File: src/rtl/lsu_mem_ctrl.sv
// Load/store unit front end for a word-organised, big-endian data RAM without byte enables.
// Sub-word stores run as a two-cycle read-modify-write; misaligned accesses are reported, not executed.
module lsu_mem_ctrl #(
  parameter int ADDR_W = 17,
  parameter int DATA_W = 32
) (
  input  logic              clk,
  input  logic              rst,
  input  logic              req_valid,
  output logic              req_ready,
  input  logic [2:0]        req_op,
  input  logic [31:0]       req_addr,
  input  logic [DATA_W-1:0] req_wdata,
  output logic              resp_valid,
  output logic [DATA_W-1:0] resp_rdata,
  output logic              resp_err,
  output logic [31:0]       resp_badaddr,
  output logic              ram_ce,
  output logic              ram_we,
  output logic [ADDR_W-1:0] ram_addr,
  output logic [DATA_W-1:0] ram_wdata,
  input  logic [DATA_W-1:0] ram_rdata
);

  localparam logic [2:0] OP_LB  = 3'd0;
  localparam logic [2:0] OP_LBU = 3'd1;
  localparam logic [2:0] OP_LH  = 3'd2;
  localparam logic [2:0] OP_LHU = 3'd3;
  localparam logic [2:0] OP_LW  = 3'd4;
  localparam logic [2:0] OP_SB  = 3'd5;
  localparam logic [2:0] OP_SH  = 3'd6;
  localparam logic [2:0] OP_SW  = 3'd7;

  typedef enum logic {
    IDLE   = 1'b0,
    RMW_WR = 1'b1
  } state_t;

  state_t            state_r;
  state_t            state_s;
  logic [31:0]       merge_r;
  logic [ADDR_W-1:0] addr_r;
  logic              resp_valid_r;
  logic [31:0]       resp_rdata_r;
  logic              resp_err_r;
  logic [31:0]       resp_badaddr_r;

  logic              accept_s;
  logic              misalign_s;
  logic              is_rmw_s;
  logic              is_load_s;

  function automatic logic misaligned_f(input logic [2:0] op, input logic [1:0] off);
    logic bad;
    case (op)
      OP_LH, OP_LHU, OP_SH: bad = off[0];
      OP_LW, OP_SW:         bad = (off != 2'b00);
      default:              bad = 1'b0;
    endcase
    return bad;
  endfunction

  // Offset 0 is the most significant lane (big-endian).
  function automatic logic [7:0] byte_lane_f(input logic [31:0] word, input logic [1:0] off);
    logic [7:0] b;
    case (off)
      2'b00:   b = word[31:24];
      2'b01:   b = word[23:16];
      2'b10:   b = word[15:8];
      2'b11:   b = word[7:0];
      default: b = 8'h00;
    endcase
    return b;
  endfunction

  function automatic logic [31:0] load_extract_f(input logic [2:0] op, input logic [1:0] off,
                                                 input logic [31:0] word);
    logic [7:0]  b;
    logic [15:0] h;
    logic [31:0] r;
    b = byte_lane_f(word, off);
    h = off[1] ? word[15:0] : word[31:16];
    case (op)
      OP_LB:   r = {{24{b[7]}}, b};
      OP_LBU:  r = {24'h000000, b};
      OP_LH:   r = {{16{h[15]}}, h};
      OP_LHU:  r = {16'h0000, h};
      OP_LW:   r = word;
      default: r = 32'h00000000;
    endcase
    return r;
  endfunction

  function automatic logic [31:0] merge_f(input logic [2:0] op, input logic [1:0] off,
                                          input logic [31:0] word, input logic [31:0] wd);
    logic [31:0] m;
    m = word;
    if (op == OP_SB) begin
      case (off)
        2'b00:   m[31:24] = wd[7:0];
        2'b01:   m[23:16] = wd[7:0];
        2'b10:   m[15:8]  = wd[7:0];
        2'b11:   m[7:0]   = wd[7:0];
        default: m = word;
      endcase
    end else if (off[1]) begin
      m[15:0] = wd[15:0];
    end else begin
      m[31:16] = wd[15:0];
    end
    return m;
  endfunction

  assign req_ready  = (state_r == IDLE);
  assign accept_s   = req_valid && req_ready;
  assign misalign_s = misaligned_f(req_op, req_addr[1:0]);
  assign is_rmw_s   = (req_op == OP_SB) || (req_op == OP_SH);
  assign is_load_s  = (req_op <= OP_LW);

  // Next state and the combinational RAM drive.
  always_comb begin
    state_s   = state_r;
    ram_ce    = 1'b0;
    ram_we    = 1'b0;
    ram_addr  = {ADDR_W{1'b0}};
    ram_wdata = {DATA_W{1'b0}};
    case (state_r)
      IDLE: begin
        if (accept_s && !misalign_s) begin
          ram_ce   = 1'b1;
          ram_addr = req_addr[ADDR_W+1:2];
          if (req_op == OP_SW) begin
            ram_we    = 1'b1;
            ram_wdata = req_wdata;
          end else if (is_rmw_s) begin
            state_s = RMW_WR;
          end else begin
            ram_we = 1'b0;
          end
        end else begin
          state_s = IDLE;
        end
      end
      RMW_WR: begin
        ram_ce    = 1'b1;
        ram_we    = 1'b1;
        ram_addr  = addr_r;
        ram_wdata = merge_r;
        state_s   = IDLE;
      end
      default: state_s = IDLE;
    endcase
  end

  // State register.
  always_ff @(posedge clk or negedge rst) begin
    if (!rst) begin
      state_r <= IDLE;
    end else begin
      state_r <= state_s;
    end
  end

  // Captures the merged word and its address during the read phase of a sub-word store.
  always_ff @(posedge clk or negedge rst) begin
    if (!rst) begin
      merge_r <= 32'h00000000;
      addr_r  <= {ADDR_W{1'b0}};
    end else if (accept_s && is_rmw_s && !misalign_s) begin
      merge_r <= merge_f(req_op, req_addr[1:0], ram_rdata, req_wdata);
      addr_r  <= req_addr[ADDR_W+1:2];
    end else begin
      merge_r <= merge_r;
      addr_r  <= addr_r;
    end
  end

  // Registered response; an RMW responds after its write cycle, everything else one cycle after accept.
  always_ff @(posedge clk or negedge rst) begin
    if (!rst) begin
      resp_valid_r   <= 1'b0;
      resp_rdata_r   <= 32'h00000000;
      resp_err_r     <= 1'b0;
      resp_badaddr_r <= 32'h00000000;
    end else if (state_r == RMW_WR) begin
      resp_valid_r   <= 1'b1;
      resp_rdata_r   <= 32'h00000000;
      resp_err_r     <= 1'b0;
      resp_badaddr_r <= 32'h00000000;
    end else if (accept_s && misalign_s) begin
      resp_valid_r   <= 1'b1;
      resp_rdata_r   <= 32'h00000000;
      resp_err_r     <= 1'b1;
      resp_badaddr_r <= req_addr;
    end else if (accept_s && !is_rmw_s) begin
      resp_valid_r   <= 1'b1;
      resp_rdata_r   <= is_load_s ? load_extract_f(req_op, req_addr[1:0], ram_rdata) : 32'h00000000;
      resp_err_r     <= 1'b0;
      resp_badaddr_r <= 32'h00000000;
    end else begin
      resp_valid_r   <= 1'b0;
      resp_rdata_r   <= resp_rdata_r;
      resp_err_r     <= resp_err_r;
      resp_badaddr_r <= resp_badaddr_r;
    end
  end

  assign resp_valid   = resp_valid_r;
  assign resp_rdata   = resp_rdata_r;
  assign resp_err     = resp_err_r;
  assign resp_badaddr = resp_badaddr_r;

endmodule
File: config.mk
export PLATFORM = sky130hd
export DESIGN_NAME = lsu_mem_ctrl
export DESIGN_NICKNAME = d
export VERILOG_FILES = /design/src/rtl/lsu_mem_ctrl.sv
export SDC_FILE = /design/constraint.sdc
export NUM_CORES = 1
export LEC_CHECK = 0
export BUFFER_PORTS_ARGS = -buffer_cell sky130_fd_sc_hd__buf_2
export CORE_MARGIN = 2
export CORE_UTILIZATION = 45
export CTS_CLUSTER_DIAMETER = 80
export DETAILED_ROUTE_END_ITERATION = 10
export GPL_TIMING_DRIVEN = 0
export HOLD_SLACK_MARGIN = 0.05
export PLACE_DENSITY = 0.85
export SLEW_MARGIN = 20
export SYNTH_ARGS = -nofsm -noshare
export SYNTH_HDL_FRONTEND = slang
export SYNTH_SLANG_ARGS = --single-unit
File: constraint.sdc
create_clock -name clk -period 1.6 [get_ports clk]
set_input_delay 0.16 -clock clk [delete_from_list [all_inputs] [get_ports clk]]
set_output_delay 0.16 -clock clk [all_outputs]
set_load 0.05 [all_outputs]
==> reports/results.tsv <==
metric	value	unit
status	finished, violations left	
violations	negative setup slack	
die_x	120	um
grt_start_max_net_pins	68	
die-area	14400	um2
nFillCells	793	
yosysUniqueCellTypes	50	
synth.area.top_cells	dfrtp_1, a22o_1, mux2_4, o2bb2ai_1, mux2_2	
power.density	1120	nW/um2
register_area	2900	um2
drtPass1Iterations	6	
die_height	120	um
tightestPinTransition	1.12	ns
seq_area_frac_synth	0.479	
ys_dominant_reg_cell	dfrtp_1	
max_freq	0.489	GHz
grt.total_usage	0.324	
drc	0	
portBuffers	214	
setup-violations-final	161	
worst-path-buf-inv	4	
yosysTopAreaCellShare	0.479	
skew	0.00767	ns
muxShareOfSynthArea	0.173	
vdd.ir_drop.worst	0.000719	V
drt-wirelength-per-cell	24.5	um
routed_wl	23600	um
core-area	13200	um2
synthCells	482	
root_buffer	clkbuf_16	
yosys.area_share.simple	0.0421	
grt_pass1_vias	6151	
path_clk_slew	0.05	ns
crit_fanout	5	
syn_nets	584	
clk_path_buf_depth	2	
holdWs	0.0789	ns
finalCritPeriodShare	1.28	
critPathLaunchType	flop	
drt_iter0_markers	728	
dp_hpwl	15000	um
drive_gt1_frac	0.547	
grt_overflow	0	
multi_input_area	3290	um2
path_cells	clkinvlp_4, nand2_4, nor3_4, buf_6, clkbuf_8, a22o_4, buf_6	
gp_congestion	0.922	
num_vias	5980	
synth-compound-area-share	0.249	
cts_tree	built	
cts.sinks	116	
antenna_found_initial	2	
relSlewSlack	0.247	
yosysWarnings	0	
ioPinCount	220	
whs_endpoint	resp_rdata[29]$_DFFE_PN0P_	
grt_pass1_wl	35400	um
r2r_slack	-0.33	ns
start_util	0.459	
synth_xor_area_frac	0.00145	
nets	872	
cp_data_arrival_time	1.88	ns
r2r_start	state_r$_DFF_PN0_	
min_period	2.04	ns
worstPathRequired	1.44	ns
vias_per_cell	6.23	
crit_path_end_kind	output port	
max_cap_viol_count	0	
rows	42	
holdCritPathClass	input port to flop	
critPathSlowestCell	dfrtp_2	
reg2reg_depth	7	
timing.rr.end	addr_r[4]$_DFFE_PN0P_	
min_from	ram_rdata[29]	
antenna_left	0	
max_stage_delay	0.44	ns
post-route-util	0.732	
path_delay_family	buffers and inverters	
path_common_cell	buf_6	
async_flop_share	1.00	
hold_depth	3	
cts_buffers	17	
syn_area	6060	um2
hold_viol_final	0	
synth_adder_area_share	0	
synth_edf_count	0	
finalPower	10800	uW
synth_top_family_by_area	compound AO/OA/AOI/OAI gates	
clock_latency	0.42	ns
leakagePower	0.00474	uW
htree_levels	4	
area_growth	59.4	%
yosysTopAreaCell	dfrtp_1	
synth_area_per_cell	12.6	um2
synth-seq-cells	116	
crit_type	flop to output port	
rsz0062_at_grt	true	
slew_viol_final	0	
worst_slack	-0.445	ns
## worst reg2reg max path, stage by stage, from the launching register on
cell        delay [ns]
dfrtp_2           0.44
clkinvlp_4        0.11
nand2_4           0.09
buf_6             0.15
nor4_4            0.32
buf_6             0.23
clkbuf_16         0.18
mux2_4            0.29
## registers in the layout, indices dropped and copies added (netlist names)
signal,cells
addr_r,17
resp_valid,1
merge_r,32
resp_err,1
resp_rdata,32
state_r,1
resp_badaddr,32
## through the flow
stage               worst slack, ns  cells  area, um2  TNS, ns
global placement             -0.926    872       7780  -164.70
detailed placement           -0.646    873       7810   -63.01
finish                       -0.445    960       9660   -41.86
CTS                          -0.345    956       9590   -37.27
global route                 -0.462    960       9660   -48.87
floorplan                    -0.247    482       6490   -16.44
## layer usage
metal | vias up | global-route usage | routed length [um]
li1 | 2460 | - | -
met1 | 2986 | 0.400 | 8660
met2 | 427 | 0.521 | 11500
met3 | 107 | 0.0889 | 2330
met4 | 0 | 0.157 | 1100
met5 | - | 0.0221 | 0
## layout by cell type, fill, tap and decap left out, types with 2 or more instances in the layout
cell | synthesis | layout
or2_4 | 0 | 2
a22o_1 | 79 | 30
nor2_1 | 10 | 10
buf_2 | 13 | 174
mux2_2 | 21 | 21
clkbuf_1 | 21 | 15
o22a_1 | 7 | 7
diode_2 | 0 | 2
mux2_4 | 40 | 41
mux2_1 | 3 | 2
o22ai_1 | 7 | 7
a22o_4 | 0 | 49
a221oi_1 | 9 | 9
o31ai_1 | 2 | 2
a21oi_1 | 3 | 3
o2bb2ai_1 | 33 | 33
a211oi_1 | 16 | 16
nor3_4 | 0 | 2
dlygate4sd3_1 | 0 | 31
buf_6 | 7 | 30
buf_8 | 0 | 36
mux2i_1 | 18 | 18
nor3_1 | 4 | 4
buf_16 | 0 | 3
a222oi_1 | 7 | 7
nor2b_1 | 4 | 4
inv_1 | 22 | 21
clkbuf_16 | 0 | 21
o21ai_0 | 5 | 5
clkinv_2 | 0 | 3
clkbuf_8 | 0 | 13
a21oi_2 | 2 | 2
buf_12 | 0 | 8
dfrtp_1 | 116 | 115
buf_4 | 3 | 8
## logic make-up after synthesis
| family | count (synthesis) |
|---|---|
| AOI/OAI and AO/OA | 178 |
| xor gates and xnor gates | 1 |
| buffers and inverters | 67 |
| DFF | 116 |
| muxes | 82 |
| and+or+nand+nor | 38 |
## synth_stat cells, types with 2 or more instances
cell,number
dfrtp_1,116
a22o_1,79
mux2_4,40
o2bb2ai_1,33
inv_1,22
clkbuf_1,21
mux2_2,21
mux2i_1,18
a211oi_1,16
buf_2,13
nor2_1,10
a221oi_1,9
a222oi_1,7
buf_6,7
o22a_1,7
o22ai_1,7
o21ai_0,5
nor2b_1,4
nor3_1,4
a21oi_1,3
buf_4,3
mux2_1,3
or2_2,3
a21oi_2,2
nand2_1,2
nor3_2,2
o31ai_1,2
## worst max path at each step
stage | slack [ns] | from | depth (start not counted) | to
after CTS | -0.34 | state_r$_DFF_PN0_ | 7 | ram_wdata[28]
after floorplan | -0.25 | state_r$_DFF_PN0_ | 5 | addr_r[0]$_DFFE_PN0P_
after global routing | -0.46 | state_r$_DFF_PN0_ | 7 | ram_wdata[26]
final | -0.44 | state_r$_DFF_PN0_ | 7 | ram_wdata[5]
after detailed placement | -0.65 | state_r$_DFF_PN0_ | 4 | ram_wdata[28]
after global placement | -0.93 | rst | 1 | merge_r[21]$_DFFE_PN0P_
## power by group
| part | internal [uW] | switching [uW] |
|---|---|---|
| Sequential | 3470 | 443 |
| Clock | 2290 | 1310 |
| Combinational | 1430 | 1850 |
| Total | 7190 | 3600 |
## area by class of cell
cell class              count  share of cell area
multi-input cells         299               0.341
plain buffers              45              0.0435
clock inverters             3             0.00155
well taps                 176              0.0228
clock buffers              28              0.0566
repair buffers            269               0.225
diodes                      2            0.000518
flip-flops and latches    116               0.301
inverters                  22             0.00894
## timing repair
| item | CTS | global route |
|---|---|---|
| endpoints found under the hold margin | 96 | 0 |
| pin swaps | 4 | 4 |
| buffers inserted | 17 | 2 |
| setup endpoints to repair | 162 | 161 |
| cloned | 4 | 2 |
| hold buffers | 31 | 0 |
| gates resized for setup | 185 | 18 |
Note: power is estimated with default switching activity, not from simulation.
